<file path="src/rtl/traffic_gen_cpu_if.sv">
// Purpose : CPU-side register port of one nic (register select, write data, read data, strobes).
// Latency : reads return d_in on the cycle after the nicEn request; writes take effect in the strobe cycle.
// Backpres: none on the port itself; the nic reports full buffers through its status registers.
// Ports   : addr/d_out/nicEn/nicEnWR driven by the master (traffic generator), d_in driven by the slave (nic).
interface traffic_gen_cpu_if #(
   parameter int PACKET_WIDTH = 64
);
   logic [1:0]              addr;
   logic [PACKET_WIDTH-1:0] d_out;
   logic [PACKET_WIDTH-1:0] d_in;
   logic                    nicEn;
   logic                    nicEnWR;

   modport master (output addr, output d_out, output nicEn, output nicEnWR, input d_in);
   modport slave  (input addr, input d_out, input nicEn, input nicEnWR, output d_in);
endinterface

</file>
<file path="src/rtl/traffic_gen_cpu.sv">
// Purpose : traffic generating PE in front of one nic; injects NUM_PKTS addressed packets round-robin and drains/counts received ones.
// Latency : reads are request + capture (2 cycles); a send-only poll loop is 7 cycles, writes spaced by INJ_GAP idle cycles.
// Backpres: writes wait while the nic output status reports full; receive polling is never blocked by enable, done or the gap.
// Ports   : clk, reset (sync, active-high), enable, router_position {row,col}, polarity (vc bit),
//           nic (register port, master side), tx_count/rx_count (saturating), done, err (sticky).
// Option  : define TRAFFIC_GEN_CHECK_EN to check header fields and per-source sequence order of received packets.
module traffic_gen_cpu #(
   parameter int PACKET_WIDTH = 64,
   parameter int SIZE_X       = 4,
   parameter int SIZE_Y       = 4,
   parameter int NUM_PKTS     = 16,
   parameter int INJ_GAP      = 4
) (
   input  logic                     clk,
   input  logic                     reset,
   input  logic                     enable,
   input  logic [3:0]               router_position,
   input  logic                     polarity,
   traffic_gen_cpu_if.master        nic,
   output logic [15:0]              tx_count,
   output logic [15:0]              rx_count,
   output logic                     done,
   output logic                     err
);

   localparam int          NUM_NODES    = SIZE_X * SIZE_Y;
   localparam logic [15:0] NUM_PKTS_C   = 16'(NUM_PKTS);
   localparam logic [15:0] GAP_LOAD     = 16'(INJ_GAP);
   localparam logic [15:0] CNT_MAX      = 16'hFFFF;
   localparam logic [1:0]  ADDR_IN_DAT  = 2'd0;
   localparam logic [1:0]  ADDR_IN_ST   = 2'd1;
   localparam logic [1:0]  ADDR_OUT_DAT = 2'd2;
   localparam logic [1:0]  ADDR_OUT_ST  = 2'd3;

   typedef enum logic [3:0] {
      IDLE, RD_IN_ST, CAP_IN_ST, RD_IN, CAP_IN, RD_OUT_ST, CAP_OUT_ST, WR_OUT, GAP
   } state_t;

   state_t                  state, state_nxt;
   logic [15:0]             gap_cnt;
   logic [3:0]              dest_idx;
   logic [3:0]              own_idx;
   logic                    tx_ok;
   logic [PACKET_WIDTH-1:0] tx_pkt;

   // Linear node index of a {row,col} position.
   function automatic logic [3:0] node_idx(input logic [3:0] pos);
      int i;
      i = int'(pos[3:2]) * SIZE_Y + int'(pos[1:0]);
      return 4'(i);
   endfunction

   // Back from a linear index to the {row,col} encoding used on the wire.
   function automatic logic [3:0] idx_to_pos(input logic [3:0] idx);
      int r;
      int c;
      r = int'(idx) / SIZE_Y;
      c = int'(idx) % SIZE_Y;
      return {r[1:0], c[1:0]};
   endfunction

   // Next destination: increment with wrap, stepping over our own node.
   function automatic logic [3:0] next_idx(input logic [3:0] cur, input logic [3:0] own);
      int n;
      n = int'(cur) + 1;
      if (n >= NUM_NODES) n = 0;
      if (n == int'(own)) begin
         n = n + 1;
         if (n >= NUM_NODES) n = 0;
      end
      return 4'(n);
   endfunction

   assign own_idx = node_idx(router_position);
   assign done    = (tx_count == NUM_PKTS_C);

   // Sequence is written first so the header fields win if a narrow packet overlaps them.
   always_comb begin
      tx_pkt                         = '0;
      tx_pkt[31:0]                   = {16'h0000, tx_count};
      tx_pkt[PACKET_WIDTH-17 -: 4]   = idx_to_pos(dest_idx);
      tx_pkt[PACKET_WIDTH-21 -: 4]   = router_position;
      tx_pkt[PACKET_WIDTH-1]         = polarity;
   end

   // Next state and nic strobes; all outputs are decoded from the current state only.
   always_comb begin
      state_nxt   = state;
      nic.addr    = 2'd0;
      nic.d_out   = '0;
      nic.nicEn   = 1'b0;
      nic.nicEnWR = 1'b0;
      tx_ok       = enable && !done && (gap_cnt == 16'd0);
      case (state)
         IDLE:       state_nxt = RD_IN_ST;
         RD_IN_ST: begin
            nic.nicEn = 1'b1;
            nic.addr  = ADDR_IN_ST;
            state_nxt = CAP_IN_ST;
         end
         CAP_IN_ST: begin
            if (nic.d_in[0])  state_nxt = RD_IN;
            else if (tx_ok)   state_nxt = RD_OUT_ST;
            else              state_nxt = IDLE;
         end
         RD_IN: begin
            nic.nicEn = 1'b1;
            nic.addr  = ADDR_IN_DAT;
            state_nxt = CAP_IN;
         end
         CAP_IN:     state_nxt = tx_ok ? RD_OUT_ST : IDLE;
         RD_OUT_ST: begin
            nic.nicEn = 1'b1;
            nic.addr  = ADDR_OUT_ST;
            state_nxt = CAP_OUT_ST;
         end
         // Once the output buffer has room the write goes ahead even if enable dropped meanwhile.
         CAP_OUT_ST: state_nxt = nic.d_in[0] ? IDLE : WR_OUT;
         WR_OUT: begin
            nic.nicEn   = 1'b1;
            nic.nicEnWR = 1'b1;
            nic.addr    = ADDR_OUT_DAT;
            nic.d_out   = tx_pkt;
            state_nxt   = GAP;
         end
         GAP:        state_nxt = IDLE;
         default:    state_nxt = IDLE;
      endcase
   end

   always_ff @(posedge clk) begin
      if (reset) begin
         state    <= IDLE;
         tx_count <= 16'd0;
         rx_count <= 16'd0;
         gap_cnt  <= 16'd0;
         dest_idx <= next_idx(own_idx, own_idx);
      end else begin
         state <= state_nxt;
         // Gap counter runs down in every state so it only throttles injection, never polling.
         if (state == WR_OUT) begin
            gap_cnt  <= GAP_LOAD;
            dest_idx <= next_idx(dest_idx, own_idx);
            if (tx_count != CNT_MAX) tx_count <= tx_count + 16'd1;
         end else if (gap_cnt != 16'd0) begin
            gap_cnt <= gap_cnt - 16'd1;
         end
         if (state == CAP_IN && rx_count != CNT_MAX) rx_count <= rx_count + 16'd1;
      end
   end

`ifdef TRAFFIC_GEN_CHECK_EN
   logic [3:0]  rx_dest;
   logic [3:0]  rx_src;
   logic [14:0] rx_pad;
   logic [31:0] rx_seq;
   logic        rx_hdr_bad;
   logic [31:0] exp_seq [16];
   logic        unused_rx;

   assign rx_dest    = nic.d_in[PACKET_WIDTH-17 -: 4];
   assign rx_src     = nic.d_in[PACKET_WIDTH-21 -: 4];
   assign rx_pad     = nic.d_in[PACKET_WIDTH-2 -: 15];
   assign rx_seq     = nic.d_in[31:0];
   assign rx_hdr_bad = (rx_dest != router_position) || (rx_src == router_position) || (rx_pad != 15'd0);
   assign unused_rx  = ^{nic.d_in[PACKET_WIDTH-1], nic.d_in[PACKET_WIDTH-25:32]};

   // Each source is expected to count up from 0 without gaps or repeats.
   always_ff @(posedge clk) begin
      if (reset) begin
         err <= 1'b0;
         for (int i = 0; i < 16; i++) exp_seq[i] <= 32'd0;
      end else if (state == CAP_IN) begin
         if (rx_hdr_bad || (rx_seq != exp_seq[rx_src])) err <= 1'b1;
         exp_seq[rx_src] <= rx_seq + 32'd1;
      end
   end
`else
   logic unused_rx;

   assign unused_rx = ^nic.d_in[PACKET_WIDTH-1:1];
   assign err       = 1'b0;
`endif

endmodule
</file>
<file path="src/flat_wrapper.sv">
// flat-port wrapper written by rule: the top's interface ports become plain ports
module traffic_gen_cpu_flat 
#(
   parameter int PACKET_WIDTH = 64,
   parameter int SIZE_X       = 4,
   parameter int SIZE_Y       = 4,
   parameter int NUM_PKTS     = 16,
   parameter int INJ_GAP      = 4
)
  (clk, reset, enable, router_position, polarity, tx_count, rx_count, done, err, nic_addr, nic_d_out, nic_nicEn, nic_nicEnWR, nic_d_in);
  traffic_gen_cpu_if #(.PACKET_WIDTH(PACKET_WIDTH)) nic_i ();
  input  logic clk;
  input  logic reset;
  input  logic enable;
  input  logic [3:0] router_position;
  input  logic polarity;
  output logic [15:0] tx_count;
  output logic [15:0] rx_count;
  output logic done;
  output logic err;
  output wire logic [$bits(nic_i.addr)-1:0] nic_addr;
  output wire logic [$bits(nic_i.d_out)-1:0] nic_d_out;
  output wire logic [$bits(nic_i.nicEn)-1:0] nic_nicEn;
  output wire logic [$bits(nic_i.nicEnWR)-1:0] nic_nicEnWR;
  input wire logic [$bits(nic_i.d_in)-1:0] nic_d_in;
  assign nic_addr = nic_i.addr;
  assign nic_d_out = nic_i.d_out;
  assign nic_nicEn = nic_i.nicEn;
  assign nic_nicEnWR = nic_i.nicEnWR;
  assign nic_i.d_in = nic_d_in;
  traffic_gen_cpu #(.PACKET_WIDTH(PACKET_WIDTH), .SIZE_X(SIZE_X), .SIZE_Y(SIZE_Y), .NUM_PKTS(NUM_PKTS), .INJ_GAP(INJ_GAP)) u_core (.clk(clk), .reset(reset), .enable(enable), .router_position(router_position), .polarity(polarity), .nic(nic_i), .tx_count(tx_count), .rx_count(rx_count), .done(done), .err(err));
endmodule
</file>
<file path="config.mk">
export PLATFORM = sky130hd
export DESIGN_NAME = traffic_gen_cpu_flat
export DESIGN_NICKNAME = d
export VERILOG_FILES = /design/src/rtl/traffic_gen_cpu_if.sv /design/src/rtl/traffic_gen_cpu.sv /design/src/flat_wrapper.sv
export SDC_FILE = /design/constraint.sdc
export NUM_CORES = 1
export LEC_CHECK = 0
export CORE_ASPECT_RATIO = 2
export CORE_MARGIN = 2
export CORE_UTILIZATION = 50
export DETAILED_ROUTE_END_ITERATION = 10
export DONT_BUFFER_PORTS = 1
export MAX_ROUTING_LAYER = met4
export PLACE_DENSITY = 0.66
export RECOVER_POWER = 25
export SKIP_CTS_REPAIR_TIMING = 1
export SLEW_MARGIN = 20
export SYNTH_ARGS = -nofsm -noshare
export SYNTH_HDL_FRONTEND = slang
export SYNTH_SLANG_ARGS = --single-unit
</file>
<file path="constraint.sdc">
create_clock -name clk -period 2.6 [get_ports clk]
set_input_delay 0.52 -clock clk [delete_from_list [all_inputs] [get_ports clk]]
set_output_delay 0.52 -clock clk [all_outputs]
set_load 0.02 [all_outputs]
</file>
# After elaboration in Yosys (flattened, before gate mapping)
# Index checks and enable logic that the tools add are counted.
[totals]
regBits = 56
in_bits = 72
output_inout_bits = 102
[classes]
n_addsub = 8
n_lt_le_gt_ge = 4
eq_ne = 12
n_mux = 21
reduce_logical = 12
[op_table]
columns = ["cell", "n"]
rows = [
  ["$mux W32", 5],
  ["$ge A32 B6 Y1 const B", 4],
  ["$add A32 B2 Y32 const B", 2],
  ["$eq A32 B5 Y1", 2],
  ["$mux W64", 1],
  ["$add A16 B1 Y16 const B", 2],
  ["$ne A16 B16 Y1 const B", 2],
  ["$pmux W4 S8", 1],
  ["$mux W4", 7],
  ["$eq A16 B5 Y1 const B", 1],
  ["$eq A4 B3 Y1 const B", 4],
  ["$logic_not A16 Y1", 1],
  ["$reduce_bool A16 Y1", 1],
  ["$sub A16 B1 Y16 const B", 1],
  ["$mux W3", 4],
  ["$add A4 B1 Y5 const B", 2],
  ["$eq A4 B2 Y1 const B", 2],
  ["$pmux W2 S3", 1],
  ["$add A4 B2 Y4", 1],
  ["$eq A4 B1 Y1 const B", 1],
  ["$logic_not A4 Y1", 1],
  ["$reduce_bool A2 Y1", 2],
  ["$reduce_or A4 Y1", 1],
  ["$logic_and A1 B1 Y1", 3],
  ["4 further kinds", 5],
]

# Logic depth before layout (Yosys ltp)
# Gate-level depths: netlist (run 1).
[depth]
ltp_word = 11
ltp_mapped = 8
mapped_depth_nobuf = 7

# Worst setup path before layout (run 1)
# Ideal clock, no wire load.
[synth_timing]
path_kind = "register to register"
startpoint = "register u_core.dest_idx[0]"
endpoint = "register u_core.dest_idx[3] (data pin)"
setup_time_ns = 0.278
arrival_time_ns = 1.889
t_required_ns = 2.322
setup_slack_ns = 0.434
path_stages_with_launch = 9
n_path_buf = 1
path_cell_list = "edfxtp_1 clkbuf_1 inv_1 ha_1 xnor2_1 a41oi_1 o21ai_0 o32ai_1 a32oi_1"
[synth_between]
elab_chain_cells = 11
[synth_lines]
columns = ["element", "line", "source"]
rows = [
  ["start: declaration", "traffic_gen_cpu.sv:41", "logic [3:0] dest_idx;"],
  ["start signal: assignment", "traffic_gen_cpu.sv:137", "dest_idx <= next_idx(own_idx, own_idx);"],
  ["start signal: assignment", "traffic_gen_cpu.sv:143", "dest_idx <= next_idx(dest_idx, own_idx);"],
  ["$add A4 B1 Y5 (*)", "traffic_gen_cpu.sv:65", "n = int'(cur) + 1;"],
  ["$ge A32 B6 Y1", "traffic_gen_cpu.sv:66", "if (n >= NUM_NODES) n = 0;"],
  ["$mux W32 (*)", "traffic_gen_cpu.sv:66", ""],
  ["$mux W32 (*)", "traffic_gen_cpu.sv:141", "if (state == WR_OUT) begin"],
  ["$mux W32 (*)", "traffic_gen_cpu.sv:132", "if (reset) begin"],
  ["$add A32 B2 Y32", "traffic_gen_cpu.sv:68", "n = n + 1;"],
  ["$ge A32 B6 Y1", "traffic_gen_cpu.sv:69", "if (n >= NUM_NODES) n = 0;"],
  ["$mux W4", "traffic_gen_cpu.sv:69", ""],
  ["$mux W4 (*)", "traffic_gen_cpu.sv:67", "if (n == int'(own)) begin"],
  ["$mux W4 (*)", "traffic_gen_cpu.sv:141", ""],
  ["$mux W4 (*)", "traffic_gen_cpu.sv:132", ""],
]
# Mark *: on every way between the ends. The rest lies on a longest branch, timed or not. The select of a mux whose other input is x is not followed.
# A chain may end at the register's enable or synchronous reset.

# Worst setup path after layout (run 1)
[layout_timing]
startpoint = "register u_core.state[3]"
endpoint = "output port nic_d_out[40]"
[layout_between]
elab_chain_cells = 2
[layout_lines]
columns = ["element", "line", "source"]
rows = [
  ["start: declaration", "traffic_gen_cpu.sv:39", "state_t state, state_nxt;"],
  ["start signal: assignment", "traffic_gen_cpu.sv:139", "state <= state_nxt;"],
  ["$eq A4 B3 Y1", "traffic_gen_cpu.sv:94", "case (state)"],
  ["$mux W64", "traffic_gen_cpu.sv:94", ""],
  ["end: declaration", "flat_wrapper.sv:22", "output wire logic [$bits(nic_i.d_out)-1:0] nic_d_out;"],
]
# No other way between the ends.

==> metrics.cfg, run 1 <==
[grt]
grt_first_pass_wirelength_um=12200
antenna_found_initial=0
grt_use_total=0.192
grt_max_degree=44
grt_pass1_vias=2544
overflow=0

[floorplanning]
coreArea_um2=7160
rows=44
io_pins=174
die_y_um=125
die_width_um=64.3
initial_core_util=0.508
die-area_um2=8020

[critical_path]
rr_startpoint=u_core.dest_idx[1]$_DFFE_PP_
cp.arrival_ns=1.78
cp-endpoint=nic_d_out[40]
crit_fanout=16
required_ns=2.08
worstSetupPathType=register to output port
reg2reg_to=u_core.dest_idx[2]$_DFFE_PP_
crit_path_start=u_core.state[3]$_SDFF_PP0_
end_kind=output port
cp-start-kind=register
ff2ff_path_depth=6
regToRegSetupSlack_ns=0.31

[timing]
rsz0062_at_grt=no
clock_skew_ns=0.00634
post-route-min-period_ns=2.30
slew_violations=0
hold_viol=0
worstMarginPinSlew_ns=0.752
fin_tns_setup_ns=0
final-setup-viol-count=0
fmax_mhz=436
min_period_over_period=0.883
slew_headroom=0.499

[routing]
drt_first_pass_iters=4
final_antenna_net_count=0
drtIter0Drc=209
drt_wl_total_um=7350
routedWlPerCell_um=13.6
drcViolationCount=0
num_vias=2959
vias_per_cell=5.47

[synthesis]
syn-instance-count=447
yosysMostFrequentCell=nor2_1
synth_commonest_cells=nor2_1 (56), dfxtp_1 (52), buf_4 (40), xnor2_1 (26)
yosysTopAreaCell=dfxtp_1
async_flop_share=0
ys_top_cells_by_area=dfxtp_1 (29%), buf_4 (8.3%), xnor2_1 (6.3%), nor2_1 (5.8%), xor2_1 (3.9%)
yosys_warnings=0
syn_avg_cell_area_um2=8.14
synth.cell_area_um2=3640
synth_cell_types=59
yosys.area.top_type_share=0.286
synth_seq_area_share=0.319
synth_flop_cell=dfxtp_1
ys_seq_elements=56
synth_edf_count=4

[clock_tree]
cts_tree=yes
h-tree-depth=2
clk_latency_ns=0.29
cts_buffers=5
cts_root_buf=clkbuf_16
path_clk_slew_ns=0.07
cts.sinks=56
clockBufferDepth=2

[cells_and_area]
drive_above_1_share=0.0646
syn_to_final_growth_pct=3.65
nets=529
fin_area_um2=3770
antennaDiodeCount=0
post-route-util=0.527
fillCellCount=740

[place]
placed_area_um2=3650
place_congestion=0.854
io_buffers=0
dp_hpwl_um=5350

[run]
drv_cap=0

[power_and_ir_drop]
power_leakage_nw=1.42
pwr_density_cell_nw_per_um2=649
vdd_drop_max_mv=0.580

[worst_hold_path]
worstHoldPathType=primary input to register

[run_status]
status=finished, final reports clean

-- worst max-delay path, stage by stage, from the launching register on --
cell	delay (ns)
dfxtp_1	0.44
nand4b_1	0.16
clkbuf_1	0.59
nor2_1	0.10
buf_4	0.19
-- cell usage in the layout, fill, tap and decap left out, types with 3 or more instances in the layout --
cell,netlist,final
nor2b_1,4,4
xnor2_1,26,26
a211oi_1,5,5
clkbuf_16,0,5
a31oi_1,5,5
nand4_1,13,13
and3_1,7,7
dfxtp_1,52,52
inv_1,15,15
nand2_1,21,21
a311oi_1,3,3
edfxtp_1,4,4
nand3_1,13,13
conb_1,1,40
nor4_2,3,3
nand3b_1,3,3
or4_1,3,3
o21ai_0,9,9
buf_4,40,11
ha_1,9,9
clkbuf_1,21,8
o211ai_1,5,5
a21oi_1,16,16
nor4_1,10,10
nor3_1,10,10
nor2_1,56,56
nor4b_1,5,5
xor2_1,16,16
o41ai_1,3,3
and4_1,5,5
or3_1,5,5
and2_1,21,21
-- cells by family (layout without fill, tap and decap cells) --
kind of cell / Yosys count / in the layout / share of synthesized area
DFF: 56 / 56 / 0.319
adders and majority gates: 9 / 9 / 0.0309
and+or+nand+nor: 190 / 190 / 0.288
muxes: 3 / 3 / 0.00860
xor gates and xnor gates: 42 / 42 / 0.101
AOI/OAI and AO/OA: 68 / 68 / 0.129
other: 1 / 40 / 0.00103
buffers and inverters: 78 / 41 / 0.122
-- state kept, by name, summed over array words and instances (netlist names) --
register,count
u_core.rx_count,16
u_core.gap_cnt,16
u_core.state,4
u_core.dest_idx,4
u_core.tx_count,16
-- per-layer routing --
layer | routed length, um | track usage | up-vias
li1 | - | - | 1503
met1 | 3240 | 0.237 | 1356
met2 | 3500 | 0.306 | 92
met3 | 494 | 0.0479 | 8
met4 | 114 | 0.0601 | 0
met5 | 0 | - | -
-- through the flow --
stage | setup slack [ns] | power (mW) | cells | hold WS, ns
floorplan | 0.434 | 1.72 | 486 | 0.442
global placement | 0.374 | 1.78 | 533 | 0.450
detailed placement | 0.360 | 1.79 | 533 | 0.465
CTS | 0.339 | 2.47 | 541 | 0.286
global route | 0.127 | 2.61 | 541 | 0.278
finish | 0.304 | 2.45 | 541 | 0.291
-- worst min-delay path by stage --
stage	start	to	slack (ns)	cells past startpoint
global route	reset	u_core.tx_count[3]$_SDFFE_PP0P_	0.28	1
finish	reset	u_core.rx_count[7]$_SDFFE_PP0P_	0.29	1
detailed placement	u_core.gap_cnt[9]$_SDFFE_PP0P_	u_core.gap_cnt[9]$_SDFFE_PP0P_	0.47	2
CTS	reset	u_core.tx_count[2]$_SDFFE_PP0P_	0.29	1
floorplan	u_core.gap_cnt[9]$_SDFFE_PP0P_	u_core.gap_cnt[9]$_SDFFE_PP0P_	0.44	2
global placement	u_core.gap_cnt[9]$_SDFFE_PP0P_	u_core.gap_cnt[9]$_SDFFE_PP0P_	0.45	2
-- final cells by class --
class,instances,area (um2),share of cell area
clock buffers,7,143,0.0378
clock inverters,1,6.26,0.00166
inverters,15,56.3,0.0149
multi-input cells,352,2180,0.578
flip-flops and latches,56,1160,0.308
well taps,92,115,0.0305
repair buffers,18,109,0.0289
-- power by group --
group	leakage, nW	total (mW)	switching (mW)	internal [mW]
Sequential	0.461	1.03	0.0780	0.948
Combinational	0.882	0.744	0.441	0.304
Clock	0.0744	0.677	0.292	0.385
No activity file was read; power rests on OpenSTA's default activity.
==> run 2: changes to the inputs <==
Settings changed: CTS_BUF_LIST set to sky130_fd_sc_hd__clkbuf_4.
==> run 2 against run 1 <==
Count of clock-buffer cells in the layout is 1 lower. First-iteration DRC count is 7.2% lower. Clock power is 44% lower. Hold slack worse by 0.11 ns.
==> metrics.cfg, run 2 (synthesized netlist as in run 1, its figures left out) <==
[run_status]
status=finished, final reports clean

[critical_path]
cp-endpoint=done
crit_fanout=5  ; -11
end_kind=output port
ff2ff_path_depth=7  ; +1
reg2reg_to=u_core.dest_idx[3]$_DFFE_PP_
cp.arrival_ns=1.82  ; +0.04 ns
crit_path_start=u_core.tx_count[0]$_SDFFE_PP0P_
cp-start-kind=register
rr_startpoint=u_core.dest_idx[1]$_DFFE_PP_
required_ns=2.08  ; about the same
worstSetupPathType=register to output port
regToRegSetupSlack_ns=0.28  ; -0.03 ns

[grt]
grt_first_pass_wirelength_um=12100  ; -0.51%
grt_pass1_vias=2554  ; +0.39%
grt_max_degree=44  ; unchanged
grt_use_total=0.191  ; -0.00132
antenna_found_initial=0  ; unchanged
overflow=0  ; unchanged

[cells_and_area]
fillCellCount=751  ; +1.5%
final_common_cell=nor2_1
most-common-layout-cells=nor2_1 (56), dfxtp_1 (52), conb_1 (40), xnor2_1 (26)
antennaDiodeCount=0  ; unchanged
final_cells=541  ; unchanged
seqCellArea_um2=1160  ; unchanged
largestRegisters=u_core.gap_cnt (16), u_core.rx_count (16), u_core.tx_count (16)
post-route-util=0.514  ; -0.0126
nets=529  ; unchanged
fin_area_um2=3680  ; -2.4%
syn_to_final_growth_pct=1.17
multi_input_area_um2=2180  ; unchanged
drive_above_1_share=0.0668  ; +0.00223

[routing]
drt_wl_total_um=7330  ; -0.22%
drt_first_pass_iters=4  ; unchanged
vias_per_cell=5.48  ; +0.17%
drcViolationCount=0  ; unchanged
num_vias=2964  ; +0.17%
drtIter0Drc=194  ; -7.2%
final_antenna_net_count=0  ; unchanged
routedWlPerCell_um=13.6  ; -0.22%

[timing]
min_period_over_period=0.899  ; +0.0156
post-route-min-period_ns=2.34  ; +0.0404 ns
final-setup-viol-count=0  ; unchanged
slew_headroom=0.552  ; +0.0533
worstMarginPinSlew_ns=0.667  ; -0.0856 ns
hold_viol=0  ; unchanged
fin_tns_setup_ns=0  ; unchanged
fmax_mhz=428  ; -1.7%
slew_violations=0  ; unchanged
rsz0062_at_grt=no
clock_skew_ns=0.00678  ; +0.000441 ns

[floorplanning]
io_pins=174  ; unchanged
die_y_um=125  ; unchanged
rows=44  ; unchanged
die-area_um2=8020  ; unchanged
initial_core_util=0.508  ; unchanged
die_width_um=64.3  ; unchanged
coreArea_um2=7160  ; unchanged

[worst_hold_path]
worstHoldPathType=primary input to register

[clock_tree]
clk_latency_ns=0.38  ; +0.09 ns
clockBufferDepth=2  ; unchanged
cts_root_buf=clkbuf_4
cts.sinks=56  ; unchanged
h-tree-depth=2  ; unchanged
path_clk_slew_ns=0.15  ; +0.08 ns
cts_tree=yes
cts_buffers=5  ; unchanged

[power_and_ir_drop]
power_leakage_nw=1.38  ; -2.7%
vdd_drop_max_mv=0.512  ; -12%
p_total_mw=2.15  ; -12%
pwr_density_cell_nw_per_um2=584  ; -10%

[place]
io_buffers=0  ; unchanged
placed_area_um2=3650  ; unchanged
place_inst=533  ; unchanged
dp_hpwl_um=5350  ; unchanged
place_congestion=0.854  ; unchanged

[run]
drv_cap=0  ; unchanged

[run 2: cell count changes in the layout (fill, tap and decap cells not counted)]
| cell | before | now |
|---|---|---|
| clkbuf_1 | 8 | 6 |
| clkinv_1 | 0 | 1 |
| clkbuf_4 | 0 | 6 |
| clkbuf_8 | 1 | 0 |
| clkbuf_16 | 5 | 0 |
| buf_4 | 11 | 12 |
[run 2: critical path, stage by stage, from the launching register on]
cell     delay, ns
dfxtp_1       0.45
inv_1         0.12
ha_1          0.18
nor4b_1       0.30
nand4_1       0.19
inv_1         0.20
[run 2: layer usage]
layer,share of wire,wire length (um),GRT usage
met5,0,0,-
met4,0.019,142,0.0651
met3,0.069,508,0.0470
met2,0.47,3450,0.305
met1,0.44,3230,0.232
[run 2: worst min path at each step]
stage	from	end	depth (start not counted)
3_5_place_dp	u_core.gap_cnt[9]$_SDFFE_PP0P_	u_core.gap_cnt[9]$_SDFFE_PP0P_	2
2_1_floorplan	u_core.gap_cnt[9]$_SDFFE_PP0P_	u_core.gap_cnt[9]$_SDFFE_PP0P_	2
3_3_place_gp	u_core.gap_cnt[9]$_SDFFE_PP0P_	u_core.gap_cnt[9]$_SDFFE_PP0P_	2
4_1_cts	reset	u_core.tx_count[2]$_SDFFE_PP0P_	1
6_report	reset	u_core.rx_count[7]$_SDFFE_PP0P_	1
5_1_grt	reset	u_core.tx_count[3]$_SDFFE_PP0P_	1
[run 2: final cells by class]
cell class,count,area share
Clock buffer,6,0.0122
Clock inverter,2,0.00272
Inverter,15,0.0153
Multi-Input combinational cell,352,0.592
Sequential cell,56,0.315
Tap cell,92,0.0313
Timing Repair Buffer,18,0.0306
[run 2: power by group]
part	switching (mW)	internal, mW	leakage [nW]
clock network	0.263	0.115	0.0336
logic	0.440	0.304	0.885
registers	0.0781	0.948	0.461
total	0.782	1.37	1.38
[run 2: metrics by stage]
step                      worst slack [ns]  hold WS [ns]
after floorplan                      0.434         0.442
after global placement               0.374         0.450
after detailed placement             0.360         0.465
after CTS                            0.217         0.162
after global routing                0.0962         0.137
final                                0.264         0.180
